File: config.mk
export PLATFORM = sky130hd
export DESIGN_NAME = serial_rom_bank
export DESIGN_NICKNAME = d
export VERILOG_FILES = /design/src/rtl/serial_rom_bank.sv
export SDC_FILE = /design/constraint.sdc
export NUM_CORES = 1
export LEC_CHECK = 0
export CAP_MARGIN = 20
export CORE_MARGIN = 3
export CORE_UTILIZATION = 35
export CTS_CLUSTER_DIAMETER = 40
export DETAILED_ROUTE_END_ITERATION = 6
export PLACE_DENSITY_LB_ADDON = 0.1
export SYNTH_ARGS = -nofsm -noshare
export SYNTH_HDL_FRONTEND = slang
export SYNTH_SLANG_ARGS = --single-unit
File: constraint.sdc
create_clock -name cph2 -period 2.05 [get_ports cph2]
set_input_delay 0.615 -clock cph2 [delete_from_list [all_inputs] [get_ports cph2]]
set_output_delay 0.615 -clock cph2 [all_outputs]
set_load 0.01 [all_outputs]
File: src/rtl/serial_rom_bank.sv
`timescale 1ns/1ps
`default_nettype none
// ============================================================================
// Module   : serial_rom_bank
// Purpose  : Bit-serial, multi-page instruction ROM for the HP classic CPU
//            replica. It receives the word address serially and fetches one
//            instruction per word from the page array. It shifts that
//            instruction back out serially, and it decodes page-select and
//            word-select instructions.
// Ports    : cph2      - clock, all state changes on its rising edge
//            pon       - synchronous active-high reset
//            sync      - word sync; its falling edge marks word start
//            ia        - serial address in, LSB first
//            lpmode    - low-power mode; the fetch returns a NOP
//            is        - serial instruction out, LSB first (+ status marker)
//            ws        - word-select window for the current word
//            page_cur  - active ROM page
//            page_err  - sticky flag, a select named a nonexistent page
// Array    : ROM_INIT is the packed array image. Word k = {page, adr} sits at
//            bits [k*INST_W +: INST_W].
// Revision : 1.0 - initial release
// ============================================================================
module serial_rom_bank #(
  parameter int DIGITS  = 14,
  parameter int ADR_W   = 8,
  parameter int INST_W  = 10,
  parameter int N_PAGES = 4,
  parameter int PAGE_W  = 3,
  parameter logic [N_PAGES*(2**ADR_W)*INST_W-1:0] ROM_INIT = '0
) (
  input  logic              cph2,
  input  logic              pon,
  input  logic              sync,
  input  logic              ia,
  input  logic              lpmode,
  output logic              is,
  output logic              ws,
  output logic [PAGE_W-1:0] page_cur,
  output logic              page_err
);

  // Word timing, all in counter cycles.
  localparam logic [5:0] c_CNT_LAST  = 6'(4*DIGITS-1);
  localparam logic [5:0] c_CNT_STAT  = 6'd11;
  localparam logic [5:0] c_ADR_LO    = 6'd19;
  localparam logic [5:0] c_ADR_HI    = 6'(19+ADR_W-1);
  localparam logic [5:0] c_CNT_FETCH = 6'(19+ADR_W+1);
  localparam logic [5:0] c_OUT_LO    = 6'd45;
  localparam logic [5:0] c_OUT_HI    = 6'(45+INST_W-1);

  localparam logic [PAGE_W:0] c_NPAGES_P = (PAGE_W+1)'(N_PAGES);
  localparam logic [3:0]      c_NPAGES_4 = 4'(N_PAGES);

  localparam int c_IMG_W = N_PAGES * (2**ADR_W) * INST_W;
  localparam int c_LSB_W = $clog2(c_IMG_W);

  logic [5:0]        r_cnt;
  logic              r_sync_d;
  logic              r_run;       // a word has started since the last reset
  logic [ADR_W-1:0]  r_adr;
  logic [INST_W-1:0] r_inst;
  logic [2:0]        r_ws_buf;
  logic [PAGE_W-1:0] r_page;
  logic [PAGE_W-1:0] r_pend_page;
  logic              r_pend_v;
  logic              r_page_err;

  logic                    w_sync_fall;
  logic                    w_adr_win;
  logic                    w_out_win;
  logic [PAGE_W+ADR_W-1:0] w_rom_addr;
  logic                    w_page_ok;
  logic [c_LSB_W-1:0]      w_rom_lsb;
  logic [INST_W-1:0]       w_rom_word;
  logic [2:0]              w_sel_pg;
  logic                    w_sel_ok;
  logic                    w_imm;
  logic                    w_del;
  logic [3:0]              w_digit;
  logic                    w_ws;

  assign w_sync_fall = r_sync_d & ~sync;
  assign w_adr_win   = (r_cnt >= c_ADR_LO) && (r_cnt <= c_ADR_HI);
  assign w_out_win   = (r_cnt >= c_OUT_LO) && (r_cnt <= c_OUT_HI);

  // Array read. A page outside the array (not reachable through a legal
  // select) reads as zero instead of indexing past the image.
  assign w_rom_addr = {r_page, r_adr};
  assign w_page_ok  = {1'b0, r_page} < c_NPAGES_P;
  assign w_rom_lsb  = c_LSB_W'(32'(w_rom_addr) * INST_W);
  assign w_rom_word = w_page_ok ? ROM_INIT[w_rom_lsb +: INST_W] : '0;

  // Decode fields of the instruction held in r_inst. At cnt 55 it has been
  // rotated back to its fetched position.
  assign w_sel_pg = r_inst[9:7];
  assign w_sel_ok = {1'b0, w_sel_pg} < c_NPAGES_4;
  assign w_imm    = (r_inst[6:0] == 7'b0010000);
  assign w_del    = (r_inst[6:0] == 7'b1110100);

  always_ff @(posedge cph2) begin
    if (pon) begin
      r_cnt       <= '0;
      r_sync_d    <= 1'b0;
      r_run       <= 1'b0;
      r_adr       <= '0;
      r_inst      <= '0;
      r_ws_buf    <= '0;
      r_page      <= '0;
      r_pend_page <= '0;
      r_pend_v    <= 1'b0;
      r_page_err  <= 1'b0;
    end else begin
      r_sync_d <= sync;

      // A sync falling edge and the natural wrap both land on zero.
      if (w_sync_fall || (r_cnt == c_CNT_LAST)) begin
        r_cnt <= '0;
      end else begin
        r_cnt <= r_cnt + 6'd1;
      end

      if (w_sync_fall) begin
        r_run <= 1'b1;
      end

      if (r_run) begin
        if (w_adr_win) begin
          r_adr <= {ia, r_adr[ADR_W-1:1]};
        end

        // The fetch and the output rotation never overlap in time. After
        // INST_W rotations, r_inst holds the fetched word again.
        if (r_cnt == c_CNT_FETCH) begin
          r_inst <= lpmode ? '0 : w_rom_word;
        end else if (w_out_win) begin
          r_inst <= {r_inst[0], r_inst[INST_W-1:1]};
        end

        if (r_cnt == c_CNT_LAST) begin
          if (w_imm) begin
            if (w_sel_ok) begin
              r_page   <= PAGE_W'(w_sel_pg);
              r_pend_v <= 1'b0;
            end else begin
              r_page_err <= 1'b1;
            end
          end else if (w_del) begin
            if (w_sel_ok) begin
              r_pend_page <= PAGE_W'(w_sel_pg);
              r_pend_v    <= 1'b1;
            end else begin
              r_page_err <= 1'b1;
            end
          end else if (r_pend_v) begin
            // The pending select was armed at an earlier word end. This
            // word was not a select, so the delayed switch lands now.
            r_page   <= r_pend_page;
            r_pend_v <= 1'b0;
          end

          r_ws_buf <= (r_inst[6:5] == 2'b10) ? r_inst[9:7] : 3'b000;
        end
      end
    end
  end

  // Word-select window: a pure function of registered state.
  assign w_digit = r_cnt[5:2];

  always_comb begin
    w_ws = 1'b0;
    case (r_ws_buf)
      3'b001:  w_ws = (w_digit >= 4'd3) && (w_digit <= 4'd12);
      3'b010:  w_ws = (w_digit <= 4'd2);
      3'b011:  w_ws = 1'b1;
      3'b101:  w_ws = (w_digit >= 4'd3) && (w_digit <= 4'd13);
      3'b110:  w_ws = (w_digit == 4'd2);
      3'b111:  w_ws = (w_digit == 4'd13);
      default: w_ws = 1'b0;
    endcase
  end

  assign is       = r_run & ((r_cnt == c_CNT_STAT) | (w_out_win & r_inst[0]));
  assign ws       = w_ws;
  assign page_cur = r_page;
  assign page_err = r_page_err;

endmodule
`default_nettype wire

==> results.py, run 1 <==
metrics = {
    "synth": {
        "ys_top_cells_by_area": "dfxtp_1 41%, nand2_1 7.1%, mux2i_1 7.0%",
        "synth_edf_count": 0,
        "yosys-top-cells-count": "29 x dfxtp_1, 27 x nand2_1, 12 x nand3_1",
        "yosys_register_bits": 29,
        "yosysUniqueCellTypes": 38,
        "synthFlopType": "dfxtp_1",
        "syn_inst": 166,
        "synth_top_area_cell": "dfxtp_1",
        "synth_compound_area_frac": 0.152,
        "synth.area.mux_share": 0.0863,
        "ys_warn_count": 0,
        "syn_nets": 174,
        "synth_top_area_share": 0.409,
        "synth_xor_area_frac": 0.0185,
        "ys_seq_area_frac": 0.409,
        "synth_top_family_by_area": "simple AND/OR/NAND/NOR gates",
        "synth-simple-area-share": 0.256,
        "synth_area_sq_mm": 0.00142,
        "synthAdderAreaFrac": 0.0264,
        "async_flop_share": 0,
        "synth.avg_cell_area_sq_um": 8.55,
        "synth_most_common_cell": "dfxtp_1",
    },
    "floorplanning": {
        "dieArea_sq_mm": 0.00486,
        "die_w_microns": 69.7,
        "fp-row-count": 22,
        "coreArea_sq_mm": 0.00380,
        "start_util": 0.374,
        "die_y_microns": 69.7,
        "pin_count": 11,
    },
    "global_routing": {
        "use_met1": 0.192,
        "grt_max_degree": 15,
        "grt_util_met2": 0.212,
        "track_usage": 0.142,
        "gr-usage-met3": 0.0435,
        "overflow": 0,
        "top_usage_layer": "met2",
        "antenna_found_initial": 0,
        "grt_pass1_wl_mm": 5.59,
        "grt_pass1_vias": 1214,
    },
    "sta": {
        "fin_setup_tns_ps": -34.3,
        "finalSetupViolCount": 1,
        "tightestPinTransition_ps": 372,
        "fmax_ghz": 0.480,
        "slew_violations": 0,
        "setup_ws_ps": -34.3,
        "hold_viol": 0,
        "grt_setup_unrepaired": "yes",
        "fin_skew_ps": 12.1,
        "relSlewSlack": 0.752,
        "fin_crit_ps": 2080,
        "period_share": 1.02,
    },
    "critical_path": {
        "arrival_ps": 1470,
        "slowest_stage": "or4_1",
        "cp_max_fo": 5,
        "path_cells": "or4_1, o21ai_1, buf_2",
        "r2r_end": "r_inst[4]",
        "reg2reg_slack_ps": 150,
        "worstPathRequired_ps": 1430,
        "cpPeakStageDelay_ps": 520,
        "path_class": "reg2out",
        "cp-start-kind": "flip-flop",
        "r2r_cells": 10,
        "endpoint_kind": "output port",
        "rr_startpoint": "r_cnt[1]",
    },
    "cells_and_area": {
        "fin_nets": 207,
        "diodes": 0,
        "fill_cells": 362,
        "postLayoutCoreUtil": 0.500,
        "multiInputGateArea_sq_um": 803,
        "finalInstanceArea_sq_mm": 0.00190,
        "drive_above_1_share": 0.270,
        "syn_to_final_growth_pct": 33.7,
        "regArea_sq_um": 598,
    },
    "cts": {
        "root_buffer": "clkbuf_8",
        "hold_buffers": 0,
        "cts_tree": "built",
        "cts_buffer_depth": 2,
        "clkTransAtPathRegs_ps": 70,
        "htreeDepth": 2,
        "numCtsBuffers": 5,
        "clkLatencyLatePin_ps": 280,
        "numClockSinks": 29,
    },
    "placement": {
        "hpwl_mm": 2.37,
        "numPortBuffers": 8,
        "place_congestion": 0.814,
        "dp_slack_ps": -237,
        "place_area_sq_mm": 0.00166,
    },
    "run_status": {
        "violations": "setup timing",
        "status": "finished with violations",
    },
    "power": {
        "leakage_nw": 0.752,
        "total_power_mw": 1.28,
        "p_per_area_mw_per_mm2": 674,
        "ir_drop_uv": 518,
    },
    "route": {
        "drc": 0,
        "first_pass_iters": 4,
        "drt-initial-drc-count": 70,
        "routed_via_density": 5.10,
        "wl_per_cell_microns": 13.6,
        "routed_wl_mm": 3.37,
        "ant_nets": 0,
        "vias": 1265,
    },
    "min_path": {
        "hold_path.class": "reg2reg",
        "min_from": "r_cnt[0]",
        "hold_depth": 1,
        "hold_path_end": "r_cnt[0]",
    },
    "flow_run": {
        "cap_violations": 0,
    },
}
-- area by class of cell --
type,count,share of cell area
multi-input cells,121,0.423
flip-flops and latches,29,0.315
repair buffers,35,0.154
clock buffers,7,0.0455
well taps,48,0.0316
clock inverters,1,0.0158
inverters,7,0.0152
-- repair_timing --
action / 4_1_cts / 5_1_grt
buffers inserted: 5 / 2
endpoints found under the setup margin: 2 / 2
resized for setup: 22 / 10
pin swaps: 5 / 5
-- cells by family (layout without fill, tap and decap cells) --
| kind of cell | after synthesis | in the layout |
|---|---|---|
| adder cells (fa/ha/maj) | 3 | 3 |
| buffers and inverters | 16 | 50 |
| XOR/XNOR | 3 | 3 |
| flip-flops | 29 | 29 |
| AND/OR/NAND/NOR | 71 | 71 |
| AO/OA/AOI/OAI | 32 | 32 |
| multiplexers | 12 | 12 |
-- routing by layer --
layer  up-vias  wire (microns)
met5         -               0
met4         0              55
met3         7              91
met2        17            1570
met1       594            1660
li1        647               -
-- worst max path at each step --
stage	start	slack (ps)	endpoint	cells after the start
4_1_cts	r_cnt[5]	-20	is	3
6_report	r_cnt[5]	-30	is	3
3_5_place_dp	r_cnt[0]	-240	is	7
2_1_floorplan	r_cnt[3]	180	is	4
3_3_place_gp	r_cnt[0]	-200	is	7
5_1_grt	r_cnt[1]	-100	is	8
-- sequential cells by signal (all words and copies together) (netlist names) --
name,flops
page_cur,3
r_ws_buf,3
r_cnt,6
r_pend_page,3
r_inst,10
r_pend_v,1
r_run,1
r_sync_d,1
page_err,1
-- worst max-delay path, delay by kind of cell (launching register included) --
family                 cells  cell delay [ps]
and+or+nand+nor            1              520
AOI/OAI and AO/OA          1              150
DFF                        1              360
buffers and inverters      1              150
-- stage by stage --
stage,instances,hold slack [ps]
finish,248,444
global route,248,458
CTS,246,452
detailed placement,233,450
global placement,233,449
floorplan,166,435
-- placed cells by master (no fill, tap or decap), types with 2 or more instances in the layout --
cell type        count
nand2_1             27
buf_4               24
dfxtp_1             23
nand3_1             12
a21oi_1             11
mux2i_1             10
nor2_1               9
clkbuf_8             6
clkdlybuf4s50_1      6
o21ai_0              5
inv_1                5
nor2b_1              5
o21ai_1              4
dfxtp_4              4
nor3_1               3
nand4_1              3
and3_1               2
o32ai_2              2
or3_1                2
mux2_1               2
xnor2_1              2
o41ai_1              2
ha_4                 2
buf_2                2
buf_6                2
dfxtp_2              2
-- where the power goes --
part           internal, mW  switching, mW  total [mW]
combinational        0.0447         0.0400      0.0846
sequential            0.568        0.00838       0.576
clock                 0.396          0.223       0.619
Power figures use the tool's default switching activity.
==> run 2: changes to the inputs <==
Clock period 2.05 ns to 1.9 ns, I/O delays scaled along.
==> run 2 against run 1 <==
Effect of this change:
- the run still ends with setup timing left
- total power fell by 7.1%
- sequential share of layout area fell by 0.35 points
- worst setup slack got worse by 66 ps
- global-route usage fell by 0.18 points
- sequential cell count did not move
- highest routed layer unchanged
- hold slack improved by 11 ps
- via count rose by 3.6%
- core utilization rose by 0.13 points
- clock power fell by 22%
- count of clock-buffer cells in the layout fell by 1
- routed wire length fell by 0.89%
==> results.py, run 2 (same netlist as run 1, synthesis figures left out) <==
metrics = {
    "sta": {
        "relSlewSlack": 0.731,
        "finalSetupViolCount": 2,
        "fmax_ghz": 0.500,
        "fin_skew_ps": 4.69,
        "fin_crit_ps": 2000,
        "grt_setup_unrepaired": "yes",
        "period_share": 1.05,
        "slew_violations": 0,
        "tightestPinTransition_ps": 403,
        "setup_ws_ps": -100,
        "fin_setup_tns_ps": -122,
        "hold_viol": 0,
    },
    "placement": {
        "hpwl_mm": 2.43,
        "dp_slack_ps": -362,
        "numPortBuffers": 8,
        "place_congestion": 0.804,
    },
    "cells_and_area": {
        "layout_common_cells": "28 x buf_4, 27 x nand2_1, 23 x dfxtp_1",
        "fill_cells": 370,
        "drive_above_1_share": 0.304,
        "layout_commonest_cell": "buf_4",
        "syn_to_final_growth_pct": 34.1,
        "postLayoutCoreUtil": 0.501,
        "largest_reg_flops": 10,
        "regMostFlops": "r_inst",
        "reg.largest.list": "r_inst (10), r_cnt (6)",
        "fin_nets": 211,
        "diodes": 0,
    },
    "route": {
        "first_pass_iters": 4,
        "routed_via_density": 5.20,
        "ant_nets": 0,
        "drc": 0,
        "drt-initial-drc-count": 60,
        "routed_wl_mm": 3.34,
        "wl_per_cell_microns": 13.3,
        "vias": 1311,
    },
    "cts": {
        "hold_buffers": 0,
        "numCtsBuffers": 5,
        "numClockSinks": 29,
        "clkTransAtPathRegs_ps": 60,
        "cts_buffer_depth": 2,
        "htreeDepth": 2,
        "cts_tree": "built",
        "clkLatencyLatePin_ps": 270,
        "root_buffer": "clkbuf_8",
    },
    "run_status": {
        "status": "finished with violations",
        "violations": "setup timing",
    },
    "critical_path": {
        "worstPathRequired_ps": 1330,
        "arrival_ps": 1430,
        "cp-start-kind": "flip-flop",
        "cp_max_fo": 6,
        "slowest_stage": "or4_4",
        "endpoint_kind": "output port",
        "path_class": "reg2out",
        "path_cells": "or4_4, o21ai_2, buf_2",
        "cpPeakStageDelay_ps": 540,
    },
    "floorplanning": {
        "start_util": 0.374,
        "fp-row-count": 22,
        "die_y_microns": 69.7,
        "pin_count": 11,
        "die_w_microns": 69.7,
        "dieArea_sq_mm": 0.00486,
        "coreArea_sq_mm": 0.00380,
    },
    "power": {
        "leakage_nw": 0.756,
        "ir_drop_uv": 504,
        "p_per_area_mw_per_mm2": 624,
    },
    "global_routing": {
        "grt_pass1_wl_mm": 5.50,
        "grt_pass1_vias": 1197,
        "antenna_found_initial": 0,
        "grt_max_degree": 15,
        "track_usage": 0.141,
        "overflow": 0,
    },
    "flow_run": {
        "cap_violations": 0,
    },
    "min_path": {
        "hold_path.class": "reg2reg",
    },
}
[run 2: layer usage]
| layer | vias to the layer above | wire, microns | GRT usage |
|---|---|---|---|
| met2 | 15 | 1590 | 0.216 |
| met5 | - | 0 | 0 |
| met3 | 2 | 90 | 0.0391 |
| met4 | 0 | 10 | 0.0447 |
| li1 | 665 | - | - |
| met1 | 629 | 1650 | 0.190 |
[run 2: layout make-up]
class / count / area [sq um] / share of cell area
clock buffers: 6 / 72.6 / 0.0381
inverters: 7 / 28.8 / 0.0151
multi-input cells: 121 / 822 / 0.432
clock inverters: 2 / 10.0 / 0.00526
flip-flops and latches: 29 / 593 / 0.311
well taps: 48 / 60.1 / 0.0315
repair buffers: 39 / 318 / 0.167
[run 2: path summary, 6_finish.rpt]
kind / from / end / slack (ps) / cells past startpoint
min: r_cnt[0] / r_cnt[0] / 450 / 1
min reg2reg: r_cnt[0] / r_cnt[0] / 450 / 1
max: r_cnt[4] / is / -100 / 3
max reg2reg: r_cnt[3] / page_cur[0] / 60 / 6
[run 2: timing repair]
action	in CTS	in global routing
buffers inserted	5	2
pin swaps	5	7
gates resized for setup	23	15
endpoints found under the setup margin	2	7
[run 2: worst max-delay path: cells and delay by family, from the launching register on]
family | cells | cell delay, ps
AND/OR/NAND/NOR | 1 | 540
AO/OA/AOI/OAI | 1 | 120
flip-flops | 1 | 360
buffers and inverters | 1 | 140
[run 2: report_power, final]
| part | internal [mW] | leakage [nW] | switching (mW) |
|---|---|---|---|
| clock network | 0.253 | 0.0450 | 0.228 |
| logic | 0.0432 | 0.474 | 0.0417 |
| registers | 0.615 | 0.238 | 0.00843 |
| total | 0.911 | 0.756 | 0.278 |
[run 2: stage by stage]
stage	hold WS, ps	instances	area (sq um)	power [mW]
floorplan	435	166	1420	0.669
global placement	450	237	1690	0.696
detailed placement	453	237	1690	0.700
CTS	459	250	1830	1.20
global route	473	252	1900	1.25
finish	455	252	1900	1.19
